[src/rtl/hazard_ctrl_pkg.sv]
// Shared types and constants for the pipeline hazard controller.
package hazard_ctrl_pkg;

  localparam int unsigned REG_W       = 5;
  localparam int unsigned TUSE_W      = 2;
  localparam int unsigned CNT_W       = 4;
  localparam int unsigned STALL_CNT_W = 32;

  localparam logic [CNT_W-1:0]  MULT_CYC  = CNT_W'(5);
  localparam logic [CNT_W-1:0]  DIV_CYC   = CNT_W'(10);
  localparam logic [TUSE_W-1:0] TUSE_NONE = TUSE_W'(3);

  typedef enum logic [1:0] {
    IDLE = 2'd0,
    MULT = 2'd1,
    DIV  = 2'd2
  } md_state_e;

  // One source operand waits if a younger-needed value is still in flight in E or M; r0 never waits.
  function automatic logic src_stall(
    input logic [REG_W-1:0]  addr,
    input logic [TUSE_W-1:0] tuse,
    input logic [REG_W-1:0]  e_wa,
    input logic [TUSE_W-1:0] e_tnew,
    input logic [REG_W-1:0]  m_wa,
    input logic [TUSE_W-1:0] m_tnew
  );
    return (addr != '0) && (tuse != TUSE_NONE) &&
           (((addr == e_wa) && (e_tnew > tuse)) ||
            ((addr == m_wa) && (m_tnew > tuse)));
  endfunction

endpackage

[src/rtl/hazard_ctrl_md_timer.sv]
// Mult/div occupancy timer: tracks the fixed-latency unit and flags overlapping starts.
module md_timer
  import hazard_ctrl_pkg::*;
(
  input  logic clk,
  input  logic reset,
  input  logic start,
  input  logic div,
  output logic busy,
  output logic err
);

  md_state_e        state, state_n;
  logic [CNT_W-1:0] cnt, cnt_n;
  logic             busy_n, err_n;

  always_ff @(posedge clk or negedge reset) begin
    if (!reset) begin
      state <= IDLE;
      cnt   <= '0;
      busy  <= 1'b0;
      err   <= 1'b0;
    end else begin
      state <= state_n;
      cnt   <= cnt_n;
      busy  <= busy_n;
      err   <= err_n;
    end
  end

  always_comb begin
    state_n = state;
    cnt_n   = cnt;
    err_n   = err;
    case (state)
      IDLE: begin
        if (start) begin
          state_n = div ? DIV : MULT;
          cnt_n   = div ? DIV_CYC : MULT_CYC;
        end
      end
      MULT, DIV: begin
        // A start while occupied is dropped; only the sticky error records it.
        if (start) err_n = 1'b1;
        if (cnt == CNT_W'(1)) begin
          state_n = IDLE;
          cnt_n   = '0;
        end else begin
          cnt_n = cnt - CNT_W'(1);
        end
      end
      default: begin
        state_n = IDLE;
        cnt_n   = '0;
      end
    endcase
    busy_n = (state_n != IDLE);
  end

endmodule

[src/rtl/hazard_ctrl.sv]
// Decode-stage hazard detection: data and mult/div stalls, plus a saturating stall counter.
module hazard_ctrl
  import hazard_ctrl_pkg::*;
(
  input  logic                   clk,
  input  logic                   reset,
  input  logic [REG_W-1:0]       D_rs_addr,
  input  logic [REG_W-1:0]       D_rt_addr,
  input  logic [TUSE_W-1:0]      D_tuse_rs,
  input  logic [TUSE_W-1:0]      D_tuse_rt,
  input  logic [REG_W-1:0]       E_wa,
  input  logic [REG_W-1:0]       M_wa,
  input  logic [TUSE_W-1:0]      E_tnew,
  input  logic [TUSE_W-1:0]      M_tnew,
  input  logic                   D_md,
  input  logic                   E_md_start,
  input  logic                   E_md_div,
  output logic                   stall_F,
  output logic                   stall_D,
  output logic                   flush_E,
  output logic                   md_busy,
  output logic                   md_err,
  output logic [STALL_CNT_W-1:0] stall_cnt
);

  logic stall_rs, stall_rt, stall_md, stall;

  md_timer u_md_timer (
    .clk   (clk),
    .reset (reset),
    .start (E_md_start),
    .div   (E_md_div),
    .busy  (md_busy),
    .err   (md_err)
  );

  always_comb begin
    stall_rs = src_stall(D_rs_addr, D_tuse_rs, E_wa, E_tnew, M_wa, M_tnew);
    stall_rt = src_stall(D_rt_addr, D_tuse_rt, E_wa, E_tnew, M_wa, M_tnew);
    stall_md = D_md && (md_busy || E_md_start);
    stall    = stall_rs || stall_rt || stall_md;
  end

  assign stall_F = stall;
  assign stall_D = stall;
  assign flush_E = stall;

  always_ff @(posedge clk or negedge reset) begin
    if (!reset) begin
      stall_cnt <= '0;
    end else if (stall && (stall_cnt != '1)) begin
      stall_cnt <= stall_cnt + STALL_CNT_W'(1);
    end
  end

endmodule

[config.mk]
export PLATFORM = sky130hd
export DESIGN_NAME = hazard_ctrl
export DESIGN_NICKNAME = d
export VERILOG_FILES = /design/src/rtl/hazard_ctrl_pkg.sv /design/src/rtl/hazard_ctrl_md_timer.sv /design/src/rtl/hazard_ctrl.sv
export SDC_FILE = /design/constraint.sdc
export NUM_CORES = 1
export LEC_CHECK = 0
export ABC_CLOCK_PERIOD_IN_PS = 2150
export BUFFER_PORTS_ARGS = -buffer_cell sky130_fd_sc_hd__buf_2
export CORE_MARGIN = 4
export CORE_UTILIZATION = 45
export DETAILED_ROUTE_END_ITERATION = 8
export MAX_ROUTING_LAYER = met4
export PLACE_DENSITY = 0.78
export SYNTH_ARGS = -nofsm -noshare
export SYNTH_HDL_FRONTEND = slang
export SYNTH_SLANG_ARGS = --single-unit
[constraint.sdc]
create_clock -name clk -period 2.15 [get_ports clk]
set_input_delay 0.1075 -clock clk [delete_from_list [all_inputs] [get_ports clk]]
set_output_delay 0.1075 -clock clk [all_outputs]
set_load 0.005 [all_outputs]
==> results of run 1 <==
## worst reg2reg max path, stage by stage (launching register included)
cell and delay [ns]:
dfrtp_1 0.40, and3_2 0.25, nand4_4 0.14, or3_1 0.41, or2_1 0.28, nand2_4 0.09
mux2_1 0.33
## through the flow
step | std cells | hold slack, ns
final | 406 | 0.127
after global routing | 406 | 0.138
after CTS | 406 | 0.117
after detailed placement | 398 | 0.292
after global placement | 398 | 0.276
after floorplan | 251 | -0.188
## repair_timing
item,CTS,global route
setup endpoints to repair,0,6
hold buffers,1,0
resized for setup,0,2
endpoints found under the hold margin,40,0
## registers in the layout, indices dropped and copies added, names as in the netlist
| register | count |
|---|---|
| u_md_timer.err | 1 |
| u_md_timer.cnt | 4 |
| u_md_timer.state | 2 |
| stall_cnt | 32 |
| u_md_timer.busy | 1 |
## logic make-up (layout without fill, tap and decap cells)
group | Yosys count | count (layout)
buffers and inverters | 20 | 105
adder cells (fa/ha/maj) | 13 | 13
AO/OA/AOI/OAI | 23 | 23
XOR/XNOR | 51 | 51
flip-flops | 40 | 40
multiplexers | 2 | 2
AND/OR/NAND/NOR | 102 | 102
## Yosys cell counts (all sizes together)
cell	number	share of area (%)
o221ai	2	0.71
a21oi	3	0.61
or2	1	0.25
and3	10	2.6
nor3b	1	0.30
a21o	2	0.61
a2111oi	2	0.71
xor2	6	2.1
nand2	22	3.6
buf	6	1.7
nand4	22	6.4
mux2	2	0.91
or3	1	0.25
o21ai	7	1.4
nand3	14	3.0
o22ai	1	0.25
clkbuf	1	0.15
xnor2	45	16
nor2	9	1.4
ha	13	6.6
inv	13	2.0
a31oi	1	0.25
nor2b	4	1.0
nor3	6	1.4
and2	4	1.0
or4	2	0.61
dfrtp	40	41
nor4	2	0.51
a22oi	1	0.30
nand2b	1	0.25
and4	3	1.1
a32o	1	0.41
a22o	2	0.71
o211ai	1	0.30
## layout make-up
type	instances	share of cell area (%)
Timing Repair Buffer	85	15.6
Clock inverter	2	0.407
Multi-Input combinational cell	191	44.7
Tap cell	70	2.85
Inverter	13	1.59
Clock buffer	5	2.24
Sequential cell	40	32.6
## power groups by stage
| stage | Combinational, mW | Clock [mW] | Sequential, mW |
|---|---|---|---|
| floorplan | 0.514 | 0 | 0.996 |
| global placement | 0.798 | 0 | 0.992 |
| detailed placement | 0.819 | 0 | 0.998 |
| CTS | 0.827 | 0.492 | 0.987 |
| global route | 0.933 | 0.521 | 1.01 |
| finish | 0.825 | 0.479 | 0.991 |
## routing by layer
metal / global-route usage [%] / vias up / part of all wire (%)
met3: 3.18 / 12 / 6.4
met4: 8.47 / 0 / 2.3
li1: - / 1056 / -
met1: 24.0 / 1036 / 44
met5: - / - / 0
met2: 29.2 / 76 / 47
## worst max-delay path by stage
stage,from,to,cells past startpoint
floorplan,stall_cnt[4],stall_cnt[1],7
global placement,D_tuse_rs[1],stall_cnt[8],11
detailed placement,D_tuse_rs[1],stall_cnt[28],10
CTS,stall_cnt[1],stall_cnt[1],6
global route,stall_cnt[24],stall_cnt[29],7
finish,stall_cnt[5],stall_cnt[1],6
==> results.cfg, run 1 <==
[run_status]
outcome = finished clean

[floorplanning]
ios = 70
die_w_um = 82.1
fp-row-count = 26
die_area_sq_um = 6730
die_h_um = 82.1
coreArea_sq_um = 5200
initial_utilization_pct = 47.4

[placed_design]
gp_congestion = 0.881
portBuffers = 69
place_ws_ns = 0.0857
dp_hpwl_um = 4540
place_area_sq_um = 2980

[worst_setup_path]
path_class = flip-flop to flip-flop
r2r-start = stall_cnt[5]
cp.arrival_ns = 2.19
reg2reg_depth = 6
required_ns = 2.32
cp-start-kind = flip-flop
regToRegSetupSlack_ns = 0.13
r2r_end = stall_cnt[1]
crit_slowest_cell = or3_1
critPathMaxStageDelay_ns = 0.41
crit_buf_inv = 0
path_max_fanout = 5
critPathTopFamily = simple AND/OR/NAND/NOR gates
crit_chain = and3_2, nand4_4, or3_1, or2_1, nand2_4, mux2_1
end_kind = flip-flop

[clock_tree]
clk_pin_slew_worst_paths_ns = 0.08
cts_buffer_depth = 2
cts-root-buf = clkbuf_8
insertion_delay_ns = 0.29
cts_made_buffers = 5
clock_sink_count = 40
htreeDepth = 2
cts_tree = done
post_cts_buffers = 0

[sta]
finalSetupViolCount = 0
hold_viol_final = 0
maxSlewHeadroom_pct = 40.4
tightest_slew_ns = 0.894
slew_viol_final = 0
rsz0062_at_grt = false
max_freq_mhz = 495
finalClockSkew_ns = 0.0128
setup_tns_ns = 0
setup_ws_ns = 0.131
period_needed_ns = 2.02
period_share_pct = 93.9

[synth]
synth_seq_cells = 40
yosysWarnings = 0
postSynthAreaPerCell_sq_um = 9.84
synth_xor_area_share_pct = 18.1
synth_top_family_by_area = simple AND/OR/NAND/NOR gates
yosysSeqAreaShare_pct = 40.5
synthesis.nets = 297
synth-compound-area-share_pct = 6.28
synth_mux_area_share_pct = 0.912
synthSimpleGateAreaFrac_pct = 23.8
yosysUniqueCellTypes = 43
syn-cell-area_sq_um = 2470
synthCells = 251
synth_fa_ha_area_share_pct = 6.59

[power_and_ir_drop]
pwr-share-clk_pct = 20.9
combPwrFrac_pct = 35.9
power.switching_uw = 802
ir_drop_mv = 0.472
p_total_mw = 2.30
intPower_mw = 1.49
power.density_nw_per_um2 = 747
p_sw_share_pct = 34.9
p_leak_nw = 1.51
pwr-share-seq_pct = 43.2

[final_layout]
design_area_sq_um = 3070
n_fill_cell = 446
layout-drive-gt1-share_pct = 29.5
layout_commonest_cell = buf_2
multi_input_area_sq_um = 1370
syn2layout_area_growth_pct = 24.5
layout.nets = 382
seqCellArea_sq_um = 1000
n_antenna_cell = 0
mostFrequentLayoutCells = buf_2, xnor2_1, dfrtp_1
fin_util_pct = 59.1

[route]
drc = 0
drt-pass1-iter-count = 5
vias = 2180
post_drt_wl_per_cell_um = 14.5
wl_um = 5900
via_per_inst = 5.37
first_iter_violations = 147
ant_nets = 0

[min_path]
hp-class = input pin to flip-flop
hold_end = u_md_timer.err
hold_start = E_md_start
hold_depth = 2

[global_routing]
grt_use_total_pct = 18.8
antenna_found_initial = 0
grt.overflow.total = 0
grt_max_degree = 41
grt_pass1_wl_um = 9580
first_global_vias = 2107

[run]
max_cap_viol_count = 0
Note: power is estimated with default switching activity, not from simulation.
==> inputs of run 2 (changes only) <==
Settings changed: ABC_CLOCK_PERIOD_IN_PS 2150 to 1700, BUFFER_PORTS_ARGS -buffer_cell sky130_fd_sc_hd__buf_2 to unset, DONT_BUFFER_PORTS set to 1, PLACE_DENSITY 0.78 to 0.69.
Clock period 2.15 ns to 1.7 ns, I/O delays scaled along.
==> run 2 against run 1 <==
  * The flow now finishes with violations (setup timing)
  * Critical path depth is the same
  * First-iteration DRC count shrank 29%
  * Power grew 44%
  * Maximum frequency grew 7.4%
  * Clock-buffer cell count grew 2
  * Flip-flop and latch count is the same
  * Die area is the same
  * Sequential share of layout area shrank 3.5 points
  * Utilization grew 7.0 points
  * Via count shrank 1.2%
  * Hold slack lost 0.10 ns
  * Critical endpoint unchanged
  * Largest power group is now combinational cells
==> results.cfg, run 2 (synthesis results as in run 1) <==
[sta]
period_needed_ns = 1.88
hold_viol_final = 0
rsz0062_at_grt = true
slew_viol_final = 0
tightest_slew_ns = 0.302
setup_ws_ns = -0.181
finalClockSkew_ns = 0.00976
max_freq_mhz = 532
period_share_pct = 111
finalSetupViolCount = 29
maxSlewHeadroom_pct = 79.8
setup_tns_ns = -2.79

[worst_setup_path]
cp.arrival_ns = 2.06
required_ns = 1.87
path_max_fanout = 3
path_class = flip-flop to flip-flop
cp-start-kind = flip-flop
end_kind = flip-flop
reg2reg_depth = 6

[clock_tree]
clock_sink_count = 40
cts_tree = done
cts_buffer_depth = 2
htreeDepth = 2
cts-root-buf = clkbuf_8
insertion_delay_ns = 0.30
clk_pin_slew_worst_paths_ns = 0.08
cts_made_buffers = 5

[placed_design]
placed_cells = 368
place_ws_ns = -0.220
gp_congestion = 0.828
place_area_sq_um = 2950
portBuffers = 0
dp_hpwl_um = 4500

[floorplanning]
coreArea_sq_um = 5200
die_h_um = 82.1
die_w_um = 82.1
ios = 70
fp-row-count = 26
die_area_sq_um = 6730
initial_utilization_pct = 47.4

[route]
vias = 2154
drc = 0
via_per_inst = 5.44
ant_nets = 0
wl_um = 6520
post_drt_wl_per_cell_um = 16.5
drt-pass1-iter-count = 5
first_iter_violations = 105

[global_routing]
first_global_vias = 2015
grt.overflow.total = 0
grt_pass1_wl_um = 9730
antenna_found_initial = 0
grt_use_total_pct = 19.5
grt_max_degree = 41

[final_layout]
layout_commonest_cell = buf_4
layout.nets = 371
final_cell_count_no_fill = 396
syn2layout_area_growth_pct = 39.3
layout-drive-gt1-share_pct = 34.7
largest_reg_flops = 32
n_antenna_cell = 0
largest-register = stall_cnt
mostFrequentLayoutCells = buf_4, xnor2_1, dfrtp_1
largestRegisters = stall_cnt: 32 flops, u_md_timer.cnt: 4 flops, u_md_timer.state: 2 flops
design_area_sq_um = 3440

[power_and_ir_drop]
power.density_nw_per_um2 = 962
intPower_mw = 2.27
pwr-share-seq_pct = 36.8
ir_drop_mv = 0.971
p_leak_nw = 1.58
power.switching_mw = 1.04
combPwrFrac_pct = 37.5
pwr-share-clk_pct = 25.8
p_sw_share_pct = 31.4

[min_path]
hp-class = input pin to flip-flop
hold_depth = 3

[run_status]
outcome = finished, violations left
violations = setup timing

[run]
max_cap_viol_count = 0
[run 2: cell count changes in the layout (fill, tap and decap cells not counted), sizes merged]
cell	previous run	this run
bufinv	0	1
clkbuf	5	9
clkinvlp	1	0
buf	84	70
clkinv	1	0
dlygate4sd3	1	2
[run 2: repair_timing]
item,4_1_cts,5_1_grt
endpoints found under the hold margin,41,0
setup buffers,7,10
setup endpoints to repair,31,34
cloned,0,2
hold buffers,3,0
pin swaps,14,20
resized for setup,21,18
[run 2: path summary, 6_finish.rpt]
kind | from | endpoint | slack, ns
max | stall_cnt[20] | stall_cnt[1] | -0.18
min reg2reg | u_md_timer.err | u_md_timer.err | 0.49
min in group asynchronous | reset | u_md_timer.state[0] | 0.23
max reg2reg | stall_cnt[20] | stall_cnt[1] | -0.18
min | E_md_div | u_md_timer.cnt[3] | 0.03
max in group asynchronous | reset | stall_cnt[8] | 1.26
[run 2: power groups by stage]
stage | Combinational, mW | Sequential (mW) | Clock (mW)
global route | 1.38 | 1.23 | 0.911
finish | 1.24 | 1.22 | 0.852
global placement | 1.02 | 1.22 | 0
floorplan | 0.651 | 1.26 | 0
detailed placement | 1.05 | 1.23 | 0
CTS | 1.12 | 1.22 | 0.865
[run 2: cell type report]
class,instances,area [sq um]
clock inverters,1,30.0
multi-input cells,191,1530
repair buffers,74,643
well taps,70,87.6
inverters,13,48.8
clock buffers,7,96.3
fillers,405,1770
flip-flops and latches,40,1000
[run 2: worst max-delay path, stage by stage (launching register included)]
cell     delay (ns)
dfrtp_1        0.40
and4_4         0.26
nand4_4        0.11
or3_4          0.36
or2_4          0.26
nand2_4        0.08
mux2_4         0.29
[run 2: per-layer routing]
metal  up-vias  part of all wire [%]  track usage (%)  wire (um)
met1      1030                    41             23.3       2640
met4         0                   1.5             4.49         95
met2        76                    50             31.8       3240
met3        11                   8.3             6.80        538
li1       1037                     -                -          -
met5         -                     0                -          0
[run 2: stage by stage]
step                      power (mW)  hold WS [ns]  util (%)
after detailed placement        2.28        -0.210      56.6
after CTS                       3.20        0.0228      62.4
after floorplan                 1.91        -0.211         -
after global placement          2.25        -0.210      56.6
final                           3.31        0.0257      66.1
after global routing            3.52        0.0369      66.1
==> inputs of run 3 (changes only) <==
Settings changed: CORE_ASPECT_RATIO set to 0.6, SYNTH_HIERARCHICAL set to 1.
==> run 3 against run 2 <==
  * The run still ends with setup timing left
  * Hold slack worse by 0.0068 ns
  * Register-to-register slack better by 0.05 ns
  * Power down 2.4%
  * Via count up 3.2%
  * Synthesized cell count up 4.8%
  * Sequential share of layout area down 1.0 points
  * Sequential power up 3%
  * Critical path depth up 3
  * Synthesized area up 8.6%
  * Critical path type unchanged
  * Largest power group unchanged
  * Highest routed layer unchanged
==> results.cfg, run 3 <==
[run_status]
outcome = finished, violations left
violations = setup timing

[worst_setup_path]
path_class = flip-flop to flip-flop
path_max_fanout = 4
cp.arrival_ns = 2.04
required_ns = 1.91
cp-start-kind = flip-flop
end_kind = flip-flop

[final_layout]
mostFrequentLayoutCells = buf_4, dfrtp_1, xnor2_1
largestRegisters = stall_cnt: 32 flops, u_md_timer/cnt: 4 flops, u_md_timer/state: 2 flops
syn2layout_area_growth_pct = 33.0
seqCellArea_sq_um = 1000
design_area_sq_um = 3560
final_cell_count_no_fill = 413
n_antenna_cell = 0
largest-register = stall_cnt
layout_commonest_cell = buf_4
fin_util_pct = 62.8
n_fill_cell = 481
multi_input_area_sq_um = 1720
largest_reg_flops = 32
layout-drive-gt1-share_pct = 40.2
layout.nets = 378

[floorplanning]
initial_utilization_pct = 47.2
fp-row-count = 21
coreArea_sq_um = 5680
die_h_um = 67.8
die_w_um = 108
die_area_sq_um = 7300
ios = 70

[sta]
slew_viol_final = 0
period_needed_ns = 1.83
maxSlewHeadroom_pct = 77.9
period_share_pct = 108
max_freq_mhz = 546
setup_tns_ns = -2.03
setup_ws_ns = -0.133
tightest_slew_ns = 0.331
hold_viol_final = 0
finalClockSkew_ns = 0.00629
hold_slack_ns = 0.0189
finalSetupViolCount = 27
rsz0062_at_grt = true

[route]
wl_um = 7060
post_drt_wl_per_cell_um = 17.1
drt-pass1-iter-count = 4
via_per_inst = 5.38
first_iter_violations = 149
vias = 2223
ant_nets = 0
drc = 0

[global_routing]
grt_pass1_wl_um = 11200
grt_max_degree = 41
grt.overflow.total = 0
antenna_found_initial = 0
grt_use_total_pct = 20.4
first_global_vias = 2234

[synth]
synthesis.nets = 309
yosysWarnings = 6
syn-cell-area_sq_um = 2680
synthMostInstantiatedCell = xnor2_1
synth_seq_cells = 40
post-synth-top-area-fraction_pct = 37.3
synth_common_cells = xnor2_1, dfrtp_1, nand4_1, nand2_1, inv_1
ys.flop_type = dfrtp_1
yosysUniqueCellTypes = 52
postSynthAreaPerCell_sq_um = 10.2
synth_edf_count = 0
yosysTopAreaCell = dfrtp_1
yosysSeqAreaShare_pct = 37.3
synth_area_leaders = dfrtp_1, xnor2_1, ha_1
synthCells = 263
async_reset_ff_share_pct = 100

[power_and_ir_drop]
p_leak_nw = 1.58
ir_drop_mv = 0.594
p_total_mw = 3.23
power.density_nw_per_um2 = 906

[placed_design]
dp_hpwl_um = 5250
gp_congestion = 0.901
placed_cells = 388
place_ws_ns = -0.261
portBuffers = 0
place_area_sq_um = 3200

[clock_tree]
clk_pin_slew_worst_paths_ns = 0.08
insertion_delay_ns = 0.29
cts-root-buf = clkbuf_8
cts_buffer_depth = 2
htreeDepth = 2
cts_made_buffers = 5
clock_sink_count = 40
cts_tree = done

[run]
max_cap_viol_count = 0

[min_path]
hp-class = input pin to flip-flop
[run 3: changes by cell type in the layout (fill, tap and decap cells not counted), moves of 3 or more]
| cell | previous run | this run |
|---|---|---|
| buf_6 | 6 | 3 |
| nor2_2 | 3 | 0 |
| nand2_1 | 20 | 15 |
| nor3_1 | 4 | 1 |
| xnor2_1 | 43 | 39 |
| buf_8 | 0 | 3 |
| nand3_2 | 5 | 13 |
| and2_1 | 4 | 0 |
| and3_2 | 0 | 5 |
| mux2_2 | 1 | 4 |
[run 3: final cells by class]
| cell class | instances | area share (%) |
|---|---|---|
| Multi-Input combinational cell | 201 | 48.3 |
| Clock inverter | 3 | 0.527 |
| Clock buffer | 5 | 1.93 |
| Timing Repair Buffer | 70 | 16.5 |
| Tap cell | 80 | 2.81 |
| Inverter | 14 | 1.83 |
| Sequential cell | 40 | 28.1 |
[run 3: timing repair]
| item | 4_1_cts | 5_1_grt |
|---|---|---|
| endpoints found under the hold margin | 42 | 0 |
| hold buffers | 3 | 0 |
| resized for setup | 8 | 23 |
| buffers inserted | 11 | 4 |
| setup endpoints to repair | 31 | 33 |
| pin swaps | 4 | 11 |
[run 3: path summary, 6_finish.rpt]
| kind | startpoint | end | slack (ns) | cells past startpoint |
|---|---|---|---|---|
| worst max-delay path | stall_cnt[8] | stall_cnt[11] | -0.13 | 9 |
| max in group asynchronous | reset | stall_cnt[9] | 1.25 | 2 |
| min in group asynchronous | reset | stall_cnt[30] | 0.25 | 2 |
| worst min register to register | u_md_timer/err | u_md_timer/err | 0.51 | 1 |
| worst min-delay path | E_md_div | u_md_timer/state[0] | 0.02 | 2 |
| worst max register to register | stall_cnt[8] | stall_cnt[11] | -0.13 | 9 |
[run 3: critical path, cell delays in order (launching register included)]
cell     delay [ns]
dfrtp_1        0.42
nand3_2        0.13
nor4_4         0.36
nand3_2        0.13
buf_4          0.16
nor2_1         0.11
buf_4          0.14
nor2_1         0.07
nand4_1        0.10
xnor2_1        0.14
[run 3: kinds of logic after synthesis]
group / after synthesis / synth area share, %
AOI/OAI and AO/OA: 26 / 7.33
xor gates and xnor gates: 47 / 15.4
adders and majority gates: 13 / 6.07
muxes: 7 / 2.94
and+or+nand+nor: 108 / 26.4
buffers and inverters: 22 / 4.53
DFF: 40 / 37.3
[run 3: power by group]
part | leakage, nW | switching [mW] | internal [mW] | total (mW)
clock | 0.0479 | 0.355 | 0.286 | 0.642
sequential | 0.533 | 0.157 | 1.10 | 1.26
combinational | 1.00 | 0.649 | 0.676 | 1.33
[run 3: metal layers]
metal,wire length (um),part of all wire (%),global-route usage [%],vias to the layer above
li1,-,-,-,1080
met2,3040,43,28.3,45
met3,428,6.1,6.30,7
met1,3540,50,29.4,1091
met4,53,0.75,3.78,0
met5,0,0,-,-
